**config.mk**
```make
export PLATFORM = sky130hd
export DESIGN_NAME = float_packer
export DESIGN_NICKNAME = d
export VERILOG_FILES = /design/src/rtl/float_packer.sv
export SDC_FILE = /design/constraint.sdc
export NUM_CORES = 2
export LEC_CHECK = 0
export BUFFER_PORTS_ARGS = -buffer_cell sky130_fd_sc_hd__buf_2
export CAP_MARGIN = 10
export CORE_UTILIZATION = 56
export DETAILED_ROUTE_END_ITERATION = 10
export GPL_TIMING_DRIVEN = 0
export PLACE_DENSITY = 0.82
export SYNTH_ARGS = -nofsm -noshare
export SYNTH_HDL_FRONTEND = slang
export SYNTH_SLANG_ARGS = --single-unit
```
**constraint.sdc**
```tcl
create_clock -name clk -period 30.3 [get_ports clk]
set_input_delay 6.06 -clock clk [delete_from_list [all_inputs] [get_ports clk]]
set_output_delay 6.06 -clock clk [all_outputs]
set_load 0.03 [all_outputs]
```
**src/rtl/float_packer.sv**
```systemverilog
// Pipelined signed fixed-point to IEEE-754 single converter, three lockstep lanes.
// Edge N samples the inputs (S1); the rounded words reach the outputs after edge N+5.
module float_packer #(
  parameter int FRAC_BITS = 24
) (
  input  logic        clk,
  input  logic        reset,
  input  logic        enable_pack,
  input  logic [31:0] fx1,
  input  logic [31:0] fx2,
  input  logic [31:0] fx3,
  output logic        valid_pack,
  output logic [31:0] val1,
  output logic [31:0] val2,
  output logic [31:0] val3
);

  localparam logic signed [9:0] EXP_OFF = 10'(127 - FRAC_BITS);

  function automatic logic [4:0] lead_one(input logic [31:0] m);
    logic [4:0] p;
    p = '0;
    for (int i = 0; i < 32; i++) begin
      if (m[i]) p = 5'(i);
    end
    return p;
  endfunction

  logic               s1_valid, s2_valid, s3_valid, s4_valid, s5_valid;
  logic [31:0]        s1_fx    [3];
  logic               s2_sign  [3];
  logic [31:0]        s2_mag   [3];
  logic               s3_sign  [3];
  logic [31:0]        s3_mag   [3];
  logic [4:0]         s3_pos   [3];
  logic               s3_zero  [3];
  logic               s4_sign  [3];
  logic               s4_zero  [3];
  logic [22:0]        s4_mant  [3];
  logic               s4_guard [3];
  logic               s4_sticky[3];
  logic signed [9:0]  s4_exp   [3];
  logic [31:0]        s5_word  [3];
  logic [31:0]        out_word [3];

  logic [31:0]        abs_mag  [3];
  logic [31:0]        norm     [3];
  logic [23:0]        mant_sum [3];
  logic signed [9:0]  exp_rnd  [3];
  logic [31:0]        word     [3];

  // Per-lane combinational work feeding S2, S4 and S5.
  always_comb begin
    for (int i = 0; i < 3; i++) begin
      abs_mag[i]  = s1_fx[i][31] ? (~s1_fx[i] + 32'd1) : s1_fx[i];
      norm[i]     = s3_mag[i] << (5'd31 - s3_pos[i]);
      mant_sum[i] = {1'b0, s4_mant[i]} +
                    24'(s4_guard[i] & (s4_sticky[i] | s4_mant[i][0]));
      exp_rnd[i]  = s4_exp[i] + $signed({9'b0, mant_sum[i][23]});
      word[i]     = {s4_sign[i], exp_rnd[i][7:0], mant_sum[i][22:0]};
      if (s4_zero[i] || exp_rnd[i] < 10'sd1) begin
        word[i] = 32'h0000_0000;
      end else if (exp_rnd[i] > 10'sd254) begin
        word[i] = {s4_sign[i], 8'hFE, 23'h7F_FFFF};
      end
    end
  end

  always_ff @(posedge clk or posedge reset) begin
    if (reset) begin
      s1_valid   <= 1'b0;
      s2_valid   <= 1'b0;
      s3_valid   <= 1'b0;
      s4_valid   <= 1'b0;
      s5_valid   <= 1'b0;
      valid_pack <= 1'b0;
      for (int i = 0; i < 3; i++) begin
        s1_fx[i]     <= '0;
        s2_sign[i]   <= 1'b0;
        s2_mag[i]    <= '0;
        s3_sign[i]   <= 1'b0;
        s3_mag[i]    <= '0;
        s3_pos[i]    <= '0;
        s3_zero[i]   <= 1'b1;
        s4_sign[i]   <= 1'b0;
        s4_zero[i]   <= 1'b1;
        s4_mant[i]   <= '0;
        s4_guard[i]  <= 1'b0;
        s4_sticky[i] <= 1'b0;
        s4_exp[i]    <= '0;
        s5_word[i]   <= '0;
        out_word[i]  <= '0;
      end
    end else begin
      s1_valid   <= enable_pack;
      s2_valid   <= s1_valid;
      s3_valid   <= s2_valid;
      s4_valid   <= s3_valid;
      s5_valid   <= s4_valid;
      valid_pack <= s5_valid;
      if (enable_pack) begin
        s1_fx[0] <= fx1;
        s1_fx[1] <= fx2;
        s1_fx[2] <= fx3;
      end
      // A stage only loads when its upstream valid is set, so idle cycles hold data.
      for (int i = 0; i < 3; i++) begin
        if (s1_valid) begin
          s2_sign[i] <= s1_fx[i][31];
          s2_mag[i]  <= abs_mag[i];
        end
        if (s2_valid) begin
          s3_sign[i] <= s2_sign[i];
          s3_mag[i]  <= s2_mag[i];
          s3_pos[i]  <= lead_one(s2_mag[i]);
          s3_zero[i] <= (s2_mag[i] == 32'd0);
        end
        if (s3_valid) begin
          s4_sign[i]   <= s3_sign[i];
          s4_zero[i]   <= s3_zero[i];
          s4_mant[i]   <= norm[i][30:8];
          s4_guard[i]  <= norm[i][7];
          s4_sticky[i] <= |norm[i][6:0];
          s4_exp[i]    <= $signed({5'b0, s3_pos[i]}) + EXP_OFF;
        end
        if (s4_valid) s5_word[i] <= word[i];
        if (s5_valid) out_word[i] <= s5_word[i];
      end
    end
  end

  assign val1 = out_word[0];
  assign val2 = out_word[1];
  assign val3 = out_word[2];

endmodule

```
==> flow_summary.yaml <==
worst_hold_path:
  hold_path.class: "flop to flop"
synth:
  ys_seq_elements: 612
  ys_seq_area_share_pct: 48.09
  async_flop_share_pct: 100.0
  synth_ff_type: "dfrtp_1"
  synth_warnings: 0
  netlist_top_cells_area: "dfrtp_1 (48%), mux2_2 (12%), mux4_2 (5.2%)"
  yosysUniqueCellTypes: 81
  yosysTopAreaCell: "dfrtp_1"
  syn_avg_cell_area_sq_um: 10.97
  syn-cell-area_sq_mm: 0.03186
  syn_inst: 2904
  synth-edff-count: 0
  yosysMostFrequentCell: "dfrtp_1"
  synth_top_area_share_pct: 47.60
  synthTopCellsByCount: "dfrtp_1 (606), mux2_2 (342), nor2_1 (327)"
  syn_nets: 3021
placed_design:
  place_ws_ns: 22.12
  place.gp.congestion: 0.9638
  hpwlAfterDp_um: 60190
  io_buffers: 195
timing:
  finClkSkew_ns: 0.01425
  slew_violations: 0
  setup_viol: 0
  slew_headroom_pct: 35.72
  rsz0062_at_grt: "no"
  hold_viol: 0
  setup_ws_ns: 22.84
  max_freq_mhz: 134.0
  worst_slew_pin_slew_ns: 0.9554
  setup_tns_ns: 0
  min_period_over_period_pct: 24.63
  period_needed_ns: 7.463
drt:
  num_vias: 24190
  antenna_left: 0
  drt_iter0_drc: 2370
  drtPass1Iterations: 6
  drt_wl_total_um: 81250
  drt-wirelength-per-cell_um: 20.44
  via_per_inst: 6.088
  post-route-drc-count: 0
setup_path:
  path_max_fanout: 10
  worst_setup_path_start_kind: "input port"
  crit_type: "input port to flop"
  end_kind: "flop"
  critPathRequiredTime_ns: 30.81
  arrival_ns: 7.98
grt:
  grt-ovfl-total: 0
  grt_pass1_vias: 23460
  grt_pass1_wl_um: 130700
  grt_max_degree: 137
  antenna_found_initial: 2
  grt_usage_pct: 28.58
power:
  seq_power_share_pct: 43.1
  finalPower_mw: 2.785
  intPower_mw: 1.808
  p_sw_uw: 976.4
  pwr-share-comb_pct: 29.8
  peakVddDrop_v: 0.00004972
  power_leakage_nw: 15.04
  power_switching_share_pct: 35.06
  powerDensity_mw_per_mm2: 77.48
  pwr-share-clk_pct: 27.1
clocking:
  ctsHoldBuffers: 0
  cts.clk_slew.worst_paths_ns: 0.06
  cts_buffers: 60
  clockBufferDepth: 3
  cts_resized: 0
  cts_max_level: 2
  post-cts-setup-buffers: 0
  cts_root_buffer: "clkbuf_16"
  cts_tree: "built"
  clock_sinks: 612
  clk_latency_ns: 0.63
final_layout:
  fillers: 4443
  drive_gt1_share_pct: 24.66
  nNetsFinal: 3283
  area_growth_pct: 12.81
floorplan:
  design.die.area_sq_mm: 0.05785
  die_w_um: 240.5
  num_io_pins: 196
  core.rowCount: 87
  start_util_pct: 56.61
  core-area_sq_mm: 0.05628
  die_h_um: 240.5
run:
  cap_violations: 0
outcome:
  status: "finished, final reports clean"
==> critical path, stage by stage <==
cell      delay [ns]
buf_2           0.10
clkbuf_1        0.25
clkbuf_1        0.47
clkbuf_1        0.66
mux2_2          0.42
==> power groups by stage <==
stage	Clock (mW)	Combinational, mW	Sequential [mW]
after floorplan	0	0.536	1.22
after global placement	0	0.797	1.20
after detailed placement	0	0.814	1.21
after CTS	0.765	0.824	1.19
after global routing	0.797	0.895	1.23
final	0.755	0.829	1.20
==> placed cells by master, fill, tap and decap left out, types with 73 or more instances in the layout <==
master / synthesis / layout
xor2_1: 94 / 94
o21ai_0: 101 / 101
clkbuf_1: 121 / 134
buf_2: 33 / 228
mux4_2: 73 / 73
nand2_1: 172 / 172
o2bb2ai_1: 117 / 117
nor2_1: 327 / 327
dfrtp_1: 606 / 606
a21oi_1: 188 / 188
mux2_2: 342 / 342
==> final cells by class <==
| cell class | instances | area (sq um) | share of cell area, % |
|---|---|---|---|
| Multi-Input combinational cell | 2040 | 15510 | 43.16 |
| Sequential cell | 612 | 15320 | 42.63 |
| Clock inverter | 28 | 306.5 | 0.8529 |
| Clock buffer | 84 | 1702 | 4.735 |
| Tap cell | 756 | 945.9 | 2.632 |
| Timing Repair Buffer | 200 | 1114 | 3.098 |
| Antenna cell | 2 | 5.005 | 0.01393 |
| Inverter | 66 | 255.2 | 0.7102 |
| Buffer | 186 | 777.0 | 2.162 |
==> path summary, 6_finish.rpt <==
check,start,end,slack [ns],cells after the start
worst max-delay path,enable_pack,s1_fx[70],22.84,5
worst min-delay path,s4_valid,s5_valid,0.38,0
worst max register to register,s4_sticky[0],s5_word[7],26.03,14
worst min register to register,s4_valid,s5_valid,0.38,0
max in group asynchronous,reset,s1_fx[91],22.98,5
min in group asynchronous,reset,val2[6],5.43,2
==> per-stage QoR <==
| step | instances | utilization, % | hold WS, ns | instance area, sq um |
|---|---|---|---|---|
| 2_1_floorplan | 2904 | - | 0.3519 | 31860 |
| 3_3_place_gp | 3855 | 60.03 | 0.3656 | 33780 |
| 3_5_place_dp | 3860 | 60.29 | 0.3661 | 33930 |
| 4_1_cts | 3972 | 63.85 | 0.3810 | 35940 |
| 5_1_grt | 3974 | 63.86 | 0.3878 | 35940 |
| 6_report | 3974 | 63.86 | 0.3826 | 35940 |
==> layer usage <==
layer	up-vias	track usage, %	routed length, um
met5	-	0	0
met2	926	45.61	38280
met1	11980	40.74	35440
met4	0	9.014	2405
li1	11140	-	-
met3	155	3.731	5122
==> registers in the layout (all words and copies together), names as in the netlist, 24 cells and up <==
signal	cells
s1_fx	96
s2_mag	96
s3_mag	93
s4_exp	24
s4_mant	69
s5_word	96
val1	32
val2	32
val3	32
==> cell families after synthesis <==
| group | count (synthesis) | share of synthesized area (%) |
|---|---|---|
| and+or+nand+nor | 767 | 11.19 |
| xor gates and xnor gates | 165 | 4.536 |
| DFF | 612 | 48.09 |
| muxes | 478 | 19.23 |
| AOI/OAI and AO/OA | 612 | 13.03 |
| buffers and inverters | 252 | 3.216 |
| adders and majority gates | 18 | 0.7069 |
Power figures use the tool's default switching activity.
